--- config.mk ---
export PLATFORM = sky130hd
export DESIGN_NAME = pam4_prbs7_gen
export DESIGN_NICKNAME = d
export VERILOG_FILES = /design/src/rtl/pam4_rx_pkg.sv /design/src/rtl/pam4_prbs7_gen.sv
export SDC_FILE = /design/constraint.sdc
export NUM_CORES = 1
export LEC_CHECK = 0
export ABC_AREA = 0
export CORE_AREA = 2 2 39 41
export DETAILED_ROUTE_END_ITERATION = 6
export DIE_AREA = 0 0 41 43
export DONT_BUFFER_PORTS = 1
export PLACE_DENSITY = 0.38
export SLEW_MARGIN = 5
export SYNTH_ARGS = -nofsm -noshare
export SYNTH_HDL_FRONTEND = slang
export SYNTH_SLANG_ARGS = --single-unit
--- constraint.sdc ---
create_clock -name clk -period 1.8 [get_ports clk]
set_clock_uncertainty 0.2 [all_clocks]
set_input_delay 0.18 -clock clk [delete_from_list [all_inputs] [get_ports clk]]
set_output_delay 0.18 -clock clk [all_outputs]
set_load 0.005 [all_outputs]
--- src/rtl/pam4_rx_pkg.sv ---
// Shared definitions for the PAM4 lane checker: FSM states, slicer thermometer codes,
// the PRBS7 polynomial and seed, and the level-to-bits Gray map.
package pam4_rx_pkg;

  typedef enum logic [1:0] {
    HUNT   = 2'd0,
    VERIFY = 2'd1,
    LOCKED = 2'd2
  } state_e;

  localparam logic [2:0] THERMO_L0 = 3'b000;
  localparam logic [2:0] THERMO_L1 = 3'b001;
  localparam logic [2:0] THERMO_L2 = 3'b011;
  localparam logic [2:0] THERMO_L3 = 3'b111;

  // x^7 + x^6 + 1: feedback is state[6] ^ state[5]
  localparam logic [6:0] PRBS7_TAPS = 7'b110_0000;
  localparam logic [6:0] PRBS7_SEED = 7'h7F;

  function automatic logic [1:0] gray_map(input logic [1:0] level);
    return {level[1], level[1] ^ level[0]};
  endfunction

endpackage

--- src/rtl/pam4_prbs7_gen.sv ---
// PRBS7 generator stepping two bits per symbol; prbs2_o shows the next pair, first bit in the MSB.
// load_i reseeds to 7'h7F and takes priority over adv_i.
module pam4_prbs7_gen (
  input  logic       clk,
  input  logic       rst_n,
  input  logic       load_i,
  input  logic       adv_i,
  output logic [1:0] prbs2_o
);
  import pam4_rx_pkg::*;

  logic [6:0] lfsr_q, lfsr_d, step1;
  logic       bit0, bit1;

  always_comb begin
    bit0    = ^(lfsr_q & PRBS7_TAPS);
    step1   = {lfsr_q[5:0], bit0};
    bit1    = ^(step1 & PRBS7_TAPS);
    prbs2_o = {bit0, bit1};
    lfsr_d  = lfsr_q;
    if (load_i) begin
      lfsr_d = PRBS7_SEED;
    end else if (adv_i) begin
      lfsr_d = {step1[5:0], bit1};
    end
  end

  always_ff @(posedge clk or negedge rst_n) begin
    if (!rst_n) begin
      lfsr_q <= PRBS7_SEED;
    end else begin
      lfsr_q <= lfsr_d;
    end
  end

endmodule

### Yosys cells after proc, flatten, opt, wreduce, memory -nomap -nowiden

Cells that the tools add are included.

* input port bits: 4
* output and inout port bits: 2
* word-level logic and storage cells: 6
* register bits: 7

* multiplexer cells: 2
* reduce and logical (&&, ||, !) cells: 3

Operators with widths (count)
* 7-bit 2-to-1 mux: 2
* 7-bit XOR reduction: 2
* 2-bit nonzero test: 1

### Longest topological paths before layout

Gate-level depths: netlist (run 1).

* depth in word-level cells: 3
* mapped depth: 3
* gate-level depth less buffers: 2

### Worst setup path after synthesis (run 1)

Ideal clock, no wire load.

* path type: reg2out
* start point: reg lfsr_q[5]
* end point: out prbs2_o[0]
* buffers on the path: 1
* stages on the path, launching flop included: 4
* required time: 1420 ps
* arrival time: 831 ps
* slack: 589 ps
* path through: dfstp_2 xnor2_1 inv_1 buf_4

* cells in the longest elaborated chain, start to end: 1

Ends and longest elaborated chain
* start: declaration: line pam4_prbs7_gen.sv:12 `logic [6:0] lfsr_q, lfsr_d, step1;`
* start signal: assignment: line pam4_prbs7_gen.sv:32 `lfsr_q <= lfsr_d;`
* 7-bit XOR reduction: line pam4_prbs7_gen.sv:18 `bit1 = ^(step1 & PRBS7_TAPS);`
* end: declaration: line pam4_prbs7_gen.sv:8 `output logic [1:0] prbs2_o`

Every way passes these cells.

### Worst setup path in the final report (run 1)

* start point: in load_i
* end point: reg lfsr_q[3]

* cells in the longest elaborated chain, start to end: 1
* elaborated cells between the ends (all ways): 2
* classes of those cells: mux: 1; reduce/logical: 1

Ends and longest elaborated chain
* start: declaration: line pam4_prbs7_gen.sv:6 `input logic load_i,`
* 7-bit 2-to-1 mux / 2-bit nonzero test (equally long branches)

Several ways; a longest one is shown, not always the timed one.
A chain may end at the register's enable or synchronous reset.

==> results by group, run 1 <==
Floorplanning
  – FP Rows: 14
  – DIE HEIGHT: approximately 43 um
  – Total die area: 0.00176 mm^2
  – # IOs: 6
  – Die X-Extent: 41 um
  – Std-Cell Core Area: 0.00138 mm^2
  – Effective utilization at floorplan: between 20% and 30%

Clock network
  – Number of clock sinks seen by CTS: 7
  – CTS Hold Bufs: 4
  – Master cell of the clock root buffer: clkbuf_4
  – CTS Buffer Depth: 2
  – Clock slew at reported path FFs: 0.05 ns
  – Clock Latency Late Sink: ~0.25 ns
  – Post-CTS setup buffer count: 0
  – Number of buffers added by the clock tree synthesis step: 3
  – Resized cells post-CTS: 0
  – Count of H-tree levels built during CTS: 1
  – TritonCTS clock tree: done

Worst setup path
  – WS Path Type: input pin to flop
  – Crit path arrival time: around 1.7 ns
  – CP max FO: 8
  – Crit start category: input pin
  – Reg2Reg Depth: 3
  – Capturing element type of the critical path: flop
  – Critical path data required time: around 1.8 ns

Timing
  – Worst-Margin Slew: just under 0.4 ns
  – Slew Viols, Final: 0
  – Endpoints failing setup: 0
  – Worst hold margin: 0.326 ns
  – Post-route setup TNS: 0 ns
  – Share of the cycle needed by the critical path after routing: between 90% and 100%
  – Worst-case headroom to the max-slew limit: between 70% and 80%
  – Highest Clock Rate: 587 MHz
  – Setup repair after global routing missed its margin: false
  – Min cycle time layout: roughly 1.7 ns
  – Hold Violations, Final: 0

Synth
  – Post-synth design cell area: 348 um^2
  – Most repeated cell in the gate-level netlist after synthesis: dfstp_2
  – Count of yosys warnings during synthesis: 0
  – Area leader, netlist: dfstp_2
  – Top cell type's share of synthesized area: between 50% and 60%
  – Sequential area share after synthesis: 52.9%
  – Post-Syn Instances: 30
  – Synthesized area per cell: between 10 and 15 um^2
  – Ys flop type: dfstp_2
  – Synthesized net count: 34
  – Top post-synthesis cells by area: dfstp_2 53%, a211o_1 7.6%, nor2b_1 7.2%
  – Number of flops mapped to enable cells by yosys: 0
  – Synth async-reset ratio: 100%
  – Synthesized flop and latch total: 7
  – Most frequent cells after synthesis: 7 x dfstp_2, 4 x nor2b_1, 3 x a211o_1
  – Count of distinct cell types in the synthesized netlist: 12

Finish
  – Top flop regs: lfsr_q x7
  – N_diodes: 0
  – Area of the multi-input gates: 126 um^2
  – Register with the highest flop count: lfsr_q
  – Fill cell instance count of the final layout: 143
  – Sequential cell area: 184 um^2
  – Fraction of layout cells with a size suffix above 1: roughly two fifths
  – Number of flip-flops under the largest register name: 7
  – Final Net Count: 39
  – Area added between synthesis and finish: 16.2%

Routing
  – Final wirelength: between 500 and 600 um
  – Overall via count from detail_route: about 230
  – Number of search-and-repair iterations in the first detailed-routing pass: 4
  – Number of vias per cell: between 4 and 5
  – Number of nets with antenna violations after detailed routing: 0
  – Routed wirelength normalized by instance count: roughly 11 um
  – Total DRC errors in the routed layout: 0
  – 1st-iter DRT viols: 4

Run status
  – Result of the run: complete, no violations

Pwr
  – Leak pwr: 0.159 nW
  – Maximum vdd drop: around 0.00034 V
  – Power Total: around 0.37 mW
  – Power Dens Cells: just over 900 mW/mm^2

Global routing
  – Total track usage: 8.39%
  – Final global-route overflow total: 0
  – Vias in the first global route: about 220
  – Initial antenna violation count: 0
  – Maximum number of pins on one net before global-route repair: 12
  – Global-route wire length before repair: 910 um

Placed design
  – Port Buffers: 0
  – Dpl hpwl: between 400 and 500 um
  – Final weighted congestion in routability-driven placement: slightly below 0.6

Job
  – Max-cap violation count: 0

Worst hold path
  – Hold Crit Class: input pin to asynchronous set/reset pin
placed cells by master, fill, tap and decap left out, drive strengths merged:
cell,count
a211o,5
a21oi,2
clkbuf,4
dfstp,7
dlygate4sd3,4
inv,2
nor2b,6
nor3,2
xnor2,2
critical path: stages:
cell	delay, ns
dlygate4sd3_1	0.65
a211o_2	0.29
dlygate4sd3_1	0.55
area by class of cell:
type                       count  area share, %
timing repair buffer           4           9.91
inverter                       2           1.86
sequential                     7           45.5
clock buffer                   4           6.50
multi-input combinational     17           31.3
tap                           16           4.95
kinds of logic after synthesis:
group | count (synthesis) | synth area share, %
flops | 7 | 52.9
xor+xnor | 2 | 5.04
simple gates | 8 | 15.1
buf+inv | 6 | 10.8
compound gates | 7 | 16.2
path summary, 6_finish.rpt:
kind	end	slack (ns)	startpoint
setup / recovery	lfsr_q[3]	0.1	load_i
hold / removal	lfsr_q[4]	0.33	rst_n
setup reg to reg	lfsr_q[3]	0.20	lfsr_q[3]
hold reg to reg	lfsr_q[1]	0.39	lfsr_q[1]
max in group asynchronous	lfsr_q[1]	1.05	rst_n
min in group clk	lfsr_q[1]	0.39	lfsr_q[1]
through the flow:
| step | instance area [um^2] | utilization, % | worst slack [ns] | instances |
|---|---|---|---|---|
| final | 404 | 29.2 | 0.0969 | 50 |
| after global routing | 404 | 29.2 | 0.0759 | 50 |
| after CTS | 404 | 29.2 | 0.101 | 50 |
| after detailed placement | 338 | 24.4 | 0.622 | 42 |
| after global placement | 338 | 24.4 | 0.626 | 42 |
| after floorplan | 348 | - | 0.589 | 30 |
layer usage:
layer	up-vias	track usage [%]	routed length, um
met1	115	12.2	268
met5	-	0	0
li1	105	-	-
met3	0	3.14	43
met2	9	8.75	252
met4	0	8.00	0
where the power goes:
part | internal [mW] | total [mW] | switching, mW | leakage [nW]
clock | 0.0846 | 0.142 | 0.0575 | 0.0150
sequential | 0.177 | 0.185 | 0.00727 | 0.0738
combinational | 0.0230 | 0.0447 | 0.0217 | 0.0704
(Power assumes the default switching activity.)
==> run 2, diff against run 1 <==
--- a/config.mk
+++ b/config.mk
@@ -11,6 +11,7 @@
 export DIE_AREA = 0 0 41 43
 export DONT_BUFFER_PORTS = 1
 export PLACE_DENSITY = 0.38
+export REMOVE_ABC_BUFFERS = 1
 export SLEW_MARGIN = 5
 export SYNTH_ARGS = -nofsm -noshare
 export SYNTH_HDL_FRONTEND = slang
==> run 2 against run 1 <==
Compared with the run above: routed wire length up 9.2%; sequential power is essentially flat; non-clock buffer count is the same; clock-buffer cell count is the same; flip-flop and latch count unchanged; sequential share of layout area did not move; fmax down 1.2%; setup slack got worse by 0.020 ns; utilization unchanged; final cell count did not move.
==> results by group, run 2 (synthesis results as in run 1) <==
Timing
  – Share of the cycle needed by the critical path after routing: 95.7% (+1.1 points)
  – Setup repair after global routing missed its margin: false
  – Endpoints failing setup: 0 (unchanged)
  – Worst setup margin: 0.0767 ns (-0.0203 ns)
  – Min cycle time layout: 1.72 ns (+0.0203 ns)
  – Worst-case headroom to the max-slew limit: 72.4% (-1.0 points)
  – Hold Violations, Final: 0 (unchanged)
  – Post-route setup TNS: 0 ns (unchanged)
  – Highest Clock Rate: 580 MHz (-1.2%)
  – Worst hold margin: 0.331 ns (+0.00483 ns)
  – Slew Viols, Final: 0 (unchanged)
  – Worst-Margin Slew: 0.413 ns (+0.0157 ns)

Global routing
  – Total track usage: 9.38% (+0.98 points)
  – Final global-route overflow total: 0 (unchanged)
  – Initial antenna violation count: 0 (unchanged)
  – Maximum number of pins on one net before global-route repair: 12 (unchanged)
  – Global-route wire length before repair: 972 um (+6.8%)
  – Vias in the first global route: 240 (+12%)

Routing
  – Number of nets with antenna violations after detailed routing: 0 (unchanged)
  – Overall via count from detail_route: 221 (-3.5%)
  – Total DRC errors in the routed layout: 0 (unchanged)
  – Final wirelength: 617 um (+9.2%)
  – Number of vias per cell: 4.42 (-3.5%)
  – Number of search-and-repair iterations in the first detailed-routing pass: 2 (-2)
  – Routed wirelength normalized by instance count: 12.3 um (+9.2%)
  – 1st-iter DRT viols: 1 (-3)

Pwr
  – Leak pwr: 0.159 nW (unchanged)
  – Power Dens Cells: 919 mW/mm^2 (about the same)
  – Maximum vdd drop: 0.000163 V (-52%)
  – Power Total: 0.371 mW (about the same)

Finish
  – Most frequent cells in the layout: 7 x dfstp_2, 4 x nor2b_1, 4 x dlygate4sd3_1
  – Most common cell after layout, fill and taps aside: dfstp_2
  – Register with the highest flop count: lfsr_q
  – Number of flip-flops under the largest register name: 7 (unchanged)
  – Top flop regs: lfsr_q x7
  – Fraction of layout cells with a size suffix above 1: 41.2% (unchanged)
  – Final standard cell area without fillers: 404 um^2 (unchanged)
  – N_diodes: 0 (unchanged)
  – Area added between synthesis and finish: 16.2% (unchanged)
  – Final Net Count: 39 (unchanged)

Worst setup path
  – Capturing element type of the critical path: flop
  – Crit path arrival time: 1.69 ns (about the same)
  – Critical path data required time: 1.77 ns (about the same)
  – Most prevalent standard cell on the critical path: dlygate4sd3_1
  – Worst R2R End: lfsr_q[3]
  – WS Path Type: input pin to flop
  – Startpoint of the most critical setup path: load_i
  – Chain of cells forming the critical path: dlygate4sd3_1, a211o_2, dlygate4sd3_1
  – Crit. path cell count: 3 (unchanged)
  – CP max FO: 8 (unchanged)
  – Crit start category: input pin
  – CP max stage cell: dlygate4sd3_1
  – Minimum setup slack among reg-to-reg paths: 0.20 ns (about the same)
  – Destination of the critical timing path: lfsr_q[3]
  – WP buf/inv: 2 (unchanged)
  – Reg2reg start: lfsr_q[3]
  – Worst path max stage delay: 0.66 ns (about the same)
  – Reg2Reg Depth: 3 (unchanged)
  – Cell family with the largest share of critical-path delay: buffers and inverters

Floorplanning
  – Effective utilization at floorplan: 25.1% (unchanged)
  – # IOs: 6 (unchanged)
  – Std-Cell Core Area: 0.00138 mm^2 (unchanged)
  – DIE HEIGHT: 43 um (unchanged)
  – FP Rows: 14 (unchanged)
  – Total die area: 0.00176 mm^2 (unchanged)
  – Die X-Extent: 41 um (unchanged)

Clock network
  – Count of H-tree levels built during CTS: 1 (unchanged)
  – Master cell of the clock root buffer: clkbuf_4
  – Number of buffers added by the clock tree synthesis step: 3 (unchanged)
  – Number of clock sinks seen by CTS: 7 (unchanged)
  – Clock slew at reported path FFs: 0.05 ns (about the same)
  – Clock Latency Late Sink: 0.25 ns (about the same)
  – Post-CTS setup buffer count: 0 (unchanged)
  – CTS Buffer Depth: 2 (unchanged)
  – TritonCTS clock tree: done
  – Resized cells post-CTS: 0 (unchanged)

Job
  – Max-cap violation count: 0 (unchanged)

Placed design
  – Final weighted congestion in routability-driven placement: 0.563 (-3.3%)
  – Dpl hpwl: 431 um (+5.6%)
  – Cell area after placement: 338 um^2 (unchanged)
  – Port Buffers: 0 (unchanged)
  – Pre-CTS worst setup slack: 0.655 ns (+0.0327 ns)

Worst hold path
  – Hold Crit Class: input pin to asynchronous set/reset pin

Run status
  – Result of the run: complete, no violations
[run 2: timing repair]
| action | in CTS | in global routing |
|---|---|---|
| hold buffers | 4 | 0 |
| endpoints found under the hold margin | 14 | 0 |
| endpoints found under the setup margin | 0 | 0 |
[run 2: how the worst min path moves through the flow]
stage,from,endpoint,slack [ns],cells after the start
floorplan,rst_n,lfsr_q[0],-0.17,0
global route,rst_n,lfsr_q[6],0.37,1
CTS,rst_n,lfsr_q[0],0.33,1
detailed placement,rst_n,lfsr_q[0],-0.17,0
global placement,rst_n,lfsr_q[0],-0.17,0
finish,rst_n,lfsr_q[4],0.33,1
[run 2: metal layers]
metal / track usage [%] / part of all wire, % / vias to the layer above
li1: - / - / 107
met1: 8.47 / 40 / 108
met2: 13.4 / 53 / 6
met3: 4.71 / 7.1 / 0
met4: 10.0 / 0 / 0
met5: 0 / 0 / -
[run 2: cell type report]
cell class,instances,area (um^2)
Timing Repair Buffer,4,40.0
Fill cell,156,980
Tap cell,16,20.0
Multi-Input combinational cell,17,126
Sequential cell,7,184
Inverter,2,7.51
Clock buffer,4,26.3
[run 2: stage by stage]
stage | util, % | cells
after floorplan | - | 26
after global placement | 24.4 | 42
after detailed placement | 24.4 | 42
after CTS | 29.2 | 50
after global routing | 29.2 | 50
final | 29.2 | 50
[run 2: report_power, final]
part / leakage [nW] / internal [mW] / switching, mW
clock network: 0.0150 / 0.0846 / 0.0577
logic: 0.0704 / 0.0230 / 0.0215
registers: 0.0738 / 0.177 / 0.00721
total: 0.159 / 0.285 / 0.0865
